## src/rtl/riscv_pipe_pkg.sv

```systemverilog
// rtl/riscv_pipe_pkg.sv - shared pipeline types: ALU ops, forwarding selects, control bundle
package riscv_pipe_pkg;

  localparam int ALU_OP_W = 4;

  localparam logic [ALU_OP_W-1:0] ALU_ADD  = 4'h0;
  localparam logic [ALU_OP_W-1:0] ALU_SUB  = 4'h1;
  localparam logic [ALU_OP_W-1:0] ALU_AND  = 4'h2;
  localparam logic [ALU_OP_W-1:0] ALU_OR   = 4'h3;
  localparam logic [ALU_OP_W-1:0] ALU_XOR  = 4'h4;
  localparam logic [ALU_OP_W-1:0] ALU_SLL  = 4'h5;
  localparam logic [ALU_OP_W-1:0] ALU_SRL  = 4'h6;
  localparam logic [ALU_OP_W-1:0] ALU_SRA  = 4'h7;
  localparam logic [ALU_OP_W-1:0] ALU_SLT  = 4'h8;
  localparam logic [ALU_OP_W-1:0] ALU_SLTU = 4'h9;

  localparam logic [1:0] FWD_REG   = 2'b00;
  localparam logic [1:0] FWD_EXMEM = 2'b01;
  localparam logic [1:0] FWD_MEMWB = 2'b10;

  typedef struct packed {
    logic alu_src;
    logic reg_write;
    logic mem_read;
    logic mem_write;
    logic mem_to_reg;
    logic branch;
  } ctrl_t;

  // A bubble must never write anything, so the forwarding unit can never match it.
  localparam ctrl_t CTRL_NOP = '0;

endpackage

```

## src/rtl/load_use_detector.sv

```systemverilog
// rtl/load_use_detector.sv - flags a decode instruction that needs the result of a load now in EX
module load_use_detector (
  input  logic       ex_valid,
  input  logic       ex_mem_read,
  input  logic [4:0] ex_rd,
  input  logic       id_valid,
  input  logic       id_use_rs1,
  input  logic       id_use_rs2,
  input  logic [4:0] id_rs1,
  input  logic [4:0] id_rs2,
  output logic       load_use
);

  logic rs1_hit;
  logic rs2_hit;

  assign rs1_hit  = id_use_rs1 && (id_rs1 == ex_rd);
  assign rs2_hit  = id_use_rs2 && (id_rs2 == ex_rd);
  // x0 never carries a loaded value, so a load into it is never a hazard.
  assign load_use = ex_valid && ex_mem_read && (ex_rd != 5'd0) && id_valid && (rs1_hit || rs2_hit);

endmodule

```

## src/rtl/id_ex_stage.sv

```systemverilog
// rtl/id_ex_stage.sv - ID/EX pipeline register with load-use bubble, flush and memory-stall freeze
module id_ex_stage
  import riscv_pipe_pkg::*;
#(
  parameter int XLEN     = 32,
  parameter int ALU_OP_W = 4,
  parameter int CNT_W    = 16
) (
  input  logic                clk,
  input  logic                rst_n,
  input  logic                id_valid,
  input  logic [4:0]          id_rs1,
  input  logic [4:0]          id_rs2,
  input  logic [4:0]          id_rd,
  input  logic                id_use_rs1,
  input  logic                id_use_rs2,
  input  logic [XLEN-1:0]     id_rs1_data,
  input  logic [XLEN-1:0]     id_rs2_data,
  input  logic [XLEN-1:0]     id_imm,
  input  logic [XLEN-1:0]     id_pc,
  input  logic [ALU_OP_W-1:0] id_alu_op,
  input  logic                id_alu_src,
  input  logic                id_reg_write,
  input  logic                id_mem_read,
  input  logic                id_mem_write,
  input  logic                id_mem_to_reg,
  input  logic                id_branch,
  input  logic                ex_flush,
  input  logic                mem_stall,
  output logic                pc_write,
  output logic                if_id_write,
  output logic                id_ex_valid,
  output logic [4:0]          id_ex_rs1,
  output logic [4:0]          id_ex_rs2,
  output logic [4:0]          id_ex_rd,
  output logic [XLEN-1:0]     id_ex_rs1_data,
  output logic [XLEN-1:0]     id_ex_rs2_data,
  output logic [XLEN-1:0]     id_ex_imm,
  output logic [XLEN-1:0]     id_ex_pc,
  output logic [ALU_OP_W-1:0] id_ex_alu_op,
  output logic                id_ex_alu_src,
  output logic                id_ex_reg_write,
  output logic                id_ex_mem_read,
  output logic                id_ex_mem_write,
  output logic                id_ex_mem_to_reg,
  output logic                id_ex_branch,
  output logic [CNT_W-1:0]    load_use_cnt,
  output logic [CNT_W-1:0]    flush_cnt
);

  ctrl_t id_ctrl;
  ctrl_t ex_ctrl;
  logic  load_use;
  logic  advance;

  assign id_ctrl = '{alu_src:    id_alu_src,
                     reg_write:  id_reg_write,
                     mem_read:   id_mem_read,
                     mem_write:  id_mem_write,
                     mem_to_reg: id_mem_to_reg,
                     branch:     id_branch};

  load_use_detector u_load_use_detector (
    .ex_valid    (id_ex_valid),
    .ex_mem_read (ex_ctrl.mem_read),
    .ex_rd       (id_ex_rd),
    .id_valid    (id_valid),
    .id_use_rs1  (id_use_rs1),
    .id_use_rs2  (id_use_rs2),
    .id_rs1      (id_rs1),
    .id_rs2      (id_rs2),
    .load_use    (load_use)
  );

  // A flush discards the stalled decode instruction anyway, so it overrides the load-use hold.
  assign advance     = !(mem_stall || (load_use && !ex_flush));
  assign pc_write    = !rst_n || advance;
  assign if_id_write = pc_write;

  always_ff @(posedge clk or negedge rst_n) begin
    if (!rst_n) begin
      id_ex_valid    <= 1'b0;
      id_ex_rs1      <= '0;
      id_ex_rs2      <= '0;
      id_ex_rd       <= '0;
      id_ex_rs1_data <= '0;
      id_ex_rs2_data <= '0;
      id_ex_imm      <= '0;
      id_ex_pc       <= '0;
      id_ex_alu_op   <= '0;
      ex_ctrl        <= CTRL_NOP;
      load_use_cnt   <= '0;
      flush_cnt      <= '0;
    end else if (mem_stall) begin
      // Whole stage frozen; EX keeps any pending flush asserted until the stall clears.
    end else if (ex_flush || load_use) begin
      id_ex_valid    <= 1'b0;
      id_ex_rs1      <= '0;
      id_ex_rs2      <= '0;
      id_ex_rd       <= '0;
      id_ex_rs1_data <= '0;
      id_ex_rs2_data <= '0;
      id_ex_imm      <= '0;
      id_ex_pc       <= '0;
      id_ex_alu_op   <= '0;
      ex_ctrl        <= CTRL_NOP;
      if (ex_flush) begin
        if (!(&flush_cnt)) flush_cnt <= flush_cnt + 1'b1;
      end else begin
        if (!(&load_use_cnt)) load_use_cnt <= load_use_cnt + 1'b1;
      end
    end else begin
      id_ex_valid    <= id_valid;
      id_ex_rs1      <= id_rs1;
      id_ex_rs2      <= id_rs2;
      id_ex_rd       <= id_rd;
      id_ex_rs1_data <= id_rs1_data;
      id_ex_rs2_data <= id_rs2_data;
      id_ex_imm      <= id_imm;
      id_ex_pc       <= id_pc;
      id_ex_alu_op   <= id_alu_op;
      ex_ctrl        <= id_valid ? id_ctrl : CTRL_NOP;
    end
  end

  assign id_ex_alu_src    = ex_ctrl.alu_src;
  assign id_ex_reg_write  = ex_ctrl.reg_write;
  assign id_ex_mem_read   = ex_ctrl.mem_read;
  assign id_ex_mem_write  = ex_ctrl.mem_write;
  assign id_ex_mem_to_reg = ex_ctrl.mem_to_reg;
  assign id_ex_branch     = ex_ctrl.branch;

endmodule

```

## config.mk

```make
export PLATFORM = sky130hd
export DESIGN_NAME = id_ex_stage
export DESIGN_NICKNAME = d
export VERILOG_FILES = /design/src/rtl/riscv_pipe_pkg.sv /design/src/rtl/load_use_detector.sv /design/src/rtl/id_ex_stage.sv
export SDC_FILE = /design/constraint.sdc
export NUM_CORES = 1
export LEC_CHECK = 0
export ABC_AREA = 1
export CAP_MARGIN = 10
export CORE_ASPECT_RATIO = 2
export CORE_MARGIN = 2
export CORE_UTILIZATION = 44
export CTS_BUF_LIST = sky130_fd_sc_hd__clkbuf_4 sky130_fd_sc_hd__clkbuf_8
export CTS_CLUSTER_DIAMETER = 120
export DETAILED_ROUTE_END_ITERATION = 8
export GPL_TIMING_DRIVEN = 0
export MAX_ROUTING_LAYER = met4
export PLACE_DENSITY = 0.82
export RECOVER_POWER = 50
export SETUP_SLACK_MARGIN = 0.3
export SLEW_MARGIN = 15
export SYNTH_ARGS = -nofsm -noshare
export SYNTH_HDL_FRONTEND = slang
export SYNTH_HIERARCHICAL = 1
export SYNTH_SLANG_ARGS = --single-unit
```

## constraint.sdc

```tcl
create_clock -name clk -period 2 [get_ports clk]
set_input_delay 0.4 -clock clk [delete_from_list [all_inputs] [get_ports clk]]
set_output_delay 0.4 -clock clk [all_outputs]
set_load 0.01 [all_outputs]
```

==> reports/metrics.json, run 1 <==
{
  "routing": {
    "wl_per_cell_um": 19.3,
    "firstDrtPassIters": 4,
    "detailroute.via_count": 9107,
    "drt-vias-per-instance": 5.37,
    "ant_nets": 0,
    "drt_drc_violations_left": 0,
    "drt_iter0_markers": 436,
    "drt_wl_total_mm": 32.8
  },
  "setup_path": {
    "timing.critical_path.arrival_ns": 2.02,
    "timing_worst_setup_path_type": "input port to output port",
    "critical_path.startpoint": "id_rs2[4]",
    "crit-reg2reg-launch": "id_ex_rd[3]$_DFFE_PN0N_",
    "worst-path-max-fanout": 3,
    "timing.critical_path.from_type": "input port",
    "required_ns": 1.60,
    "worstSetupEndpointType": "output port"
  },
  "cells_and_area": {
    "post_route_cells_drive_above_1_share": 0.252,
    "most_common_library_cell_in_the_layout_ignoring_fill_and_taps": "sky130_fd_sc_hd__nand2_1",
    "final_cell_mix": "429 x sky130_fd_sc_hd__nand2_1, 171 x sky130_fd_sc_hd__dlygate4sd2_1, 169 x sky130_fd_sc_hd__dfrtp_1",
    "area_growth_pct": 74.5,
    "nNetsFinal": 1627,
    "final_core_util": 0.784
  },
  "timing": {
    "skew_ns": 0.0128,
    "rsz0062_at_grt": "yes",
    "report.final.hold_viol_count": 68,
    "timing.final.max_slew_violations": 0,
    "hold-worst-slack_ns": -0.0963,
    "period_needed_ns": 2.42,
    "worst_slew_margin": 0.457,
    "maxClockFrequency_mhz": 413,
    "worst-slew-pin-transition_ns": 0.814,
    "timing.final.crit_share": 1.21,
    "final_critical_path_setup_slack_ns": -0.422,
    "report.final.setup_viol": 67
  },
  "die": {
    "initial_utilization": 0.449,
    "fp-row-count": 70,
    "io_pins": 348,
    "die-width_um": 101,
    "coreArea_um2": 18300,
    "floorplan.die.height_um": 197,
    "die-area_um2": 19900
  },
  "global_routing": {
    "grt.total_usage": 0.331,
    "grt_max_degree": 100,
    "grt_antenna_before_repair": 2,
    "grt_first_pass_wirelength_mm": 48.9,
    "global_route.overflow_total": 0,
    "via_count_of_the_first_global_routing_pass": 9312
  },
  "power_and_ir_drop": {
    "power_density_nw_per_um2": 628,
    "switching_share": 0.292,
    "p_leak_nw": 7.69,
    "share_comb_of_total_power": 0.227,
    "power_report.internal_total_mw": 6.38,
    "total_power_mw": 9.01,
    "clkPwrFrac": 0.304,
    "power.share.sequential": 0.469,
    "vdd_ir_drop_max_v": 0.000494,
    "total_switching_power_mw": 2.63
  },
  "yosys": {
    "synth.cell_area_um2": 8230,
    "synth_seq_cells": 186,
    "yosysUniqueCellTypes": 26,
    "syn_inst": 1023,
    "ys_warn_count": 6,
    "syn_area_per_cell_um2": 8.04,
    "synth.yosys.seq_area_share": 0.566,
    "mappedNetlistNets": 1185
  },
  "clocking": {
    "cts-root-to-sink-buffers": 2,
    "clock_tree_from_tritoncts": "yes",
    "path_clk_slew_ns": 0.09,
    "ctsHtreeMaxLevel": 4,
    "clk_latency_ns": 0.47,
    "cts.sink_count": 186,
    "clock-root-buffer": "sky130_fd_sc_hd__clkbuf_8",
    "cts_buffers": 17
  },
  "placed_design": {
    "placement.setup.worst_slack_ns": -0.985,
    "place_congestion": 0.904,
    "dp_hpwl_mm": 20.8,
    "port-buffer-count": 346
  },
  "status": {
    "result_of_the_run": "complete, but fails checks",
    "violations": "negative hold slack, negative setup slack"
  },
  "job": {
    "cap_violations": 0
  },
  "min_path": {
    "worst_hold_path_type": "input port to asynchronous set/reset pin"
  }
}
## Yosys cell counts (all sizes together)
cell type  count  area, um2
nand2        457       1730
nand3        193        966
dfrtp        186       4650
inv           60        225
nor2          43        196
buf           29        160
clkbuf        27        103
o21ai          7       35.0
nand4          6       37.5
xor2           4       35.0
nor3           3       15.0
ha             2       25.0
xnor2          2       17.5
a21oi          1       8.76
and3           1       6.26
clkinv         1       3.75
nand3b         1       7.51
## critical path, cell delays in order
cell                              delay, ns
sky130_fd_sc_hd__clkdlybuf4s50_1       0.51
sky130_fd_sc_hd__inv_1                 0.05
sky130_fd_sc_hd__nand2_1               0.06
sky130_fd_sc_hd__nand2_1               0.05
sky130_fd_sc_hd__nor2_1                0.10
sky130_fd_sc_hd__nand3_1               0.10
sky130_fd_sc_hd__a21oi_2               0.23
sky130_fd_sc_hd__nand2_2               0.11
sky130_fd_sc_hd__inv_4                 0.10
sky130_fd_sc_hd__o21ai_4               0.06
sky130_fd_sc_hd__buf_6                 0.15
sky130_fd_sc_hd__buf_6                 0.11
## routing by layer
layer | vias up | routed length, um | track usage
met2 | 466 | 17600 | 0.573
met3 | 142 | 2050 | 0.0690
met5 | - | 0 | -
met1 | 4393 | 11000 | 0.338
li1 | 4106 | - | -
met4 | 0 | 2110 | 0.193
## cell type report
class	count	area, um2
plain buffers	56	482
well taps	216	270
clock buffers	21	283
repair buffers	423	4180
multi-input cells	720	4090
diodes	2	5.00
inverters	61	231
flip-flops and latches	186	4680
clock inverters	10	143
fillers	1126	3950
## path summary, 6_finish.rpt
| check | end | cells past startpoint | slack [ns] |
|---|---|---|---|
| setup / recovery | pc_write | 12 | -0.42 |
| hold / removal | load_use_cnt[5]$_DFFE_PN0P_ | 1 | -0.1 |
| setup reg to reg | load_use_cnt[9]$_DFFE_PN0P_ | 14 | -0.14 |
| hold reg to reg | id_ex_rs1_data[14]$_DFFE_PN0N_ | 2 | 0.47 |
| max in group asynchronous | id_ex_rd[4]$_DFFE_PN0N_ | 2 | 1.15 |
| min in group clk | id_ex_rs2[2]$_DFFE_PN0N_ | 3 | 0.25 |
## logic make-up (layout without fill, tap and decap cells)
logic type	after synthesis	count (layout)	share of synthesized area
DFF	186	186	0.566
AOI/OAI and AO/OA	8	8	0.00532
other	0	2	0
xor gates and xnor gates	6	6	0.00639
adders and majority gates	2	2	0.00304
buffers and inverters	117	571	0.0598
and+or+nand+nor	704	704	0.360
## through the flow
stage | instance area (um2) | TNS [ns] | cells
5_1_grt | 14400 | -9.79 | 1695
4_1_cts | 13900 | -0.910 | 1680
3_3_place_gp | 12000 | -1468.87 | 1585
6_report | 14400 | -2.97 | 1695
2_1_floorplan | 8250 | 0 | 1023
3_5_place_dp | 12000 | -94.70 | 1586
## repair_timing
action                                  in CTS  in global routing
gates resized for setup                    435                111
endpoints found under the hold margin       87                 32
gates cloned                                16                  0
buffers inserted                            47                 13
endpoints found under the setup margin     367                205
pin swaps                                  105                120
## power groups by stage
stage	Combinational, mW	Sequential (mW)	Clock (mW)
2_1_floorplan	0.475	4.41	0
3_3_place_gp	1.73	4.31	0
3_5_place_dp	1.76	4.31	0
4_1_cts	1.91	4.21	2.78
5_1_grt	2.19	4.26	2.91
6_report	2.05	4.23	2.74
(Power assumes the default switching activity.)
==> run 2, diff against run 1 <==
- CAP_MARGIN: 10 -> unset
==> results of run 2 <==
No change in the layout: final DEF, timing and power equal those of run 1.
==> run 3, diff against run 2 <==
- CAP_MARGIN: unset -> 20
==> results of run 3 <==
No change in the layout: final DEF, timing and power equal those of run 1.
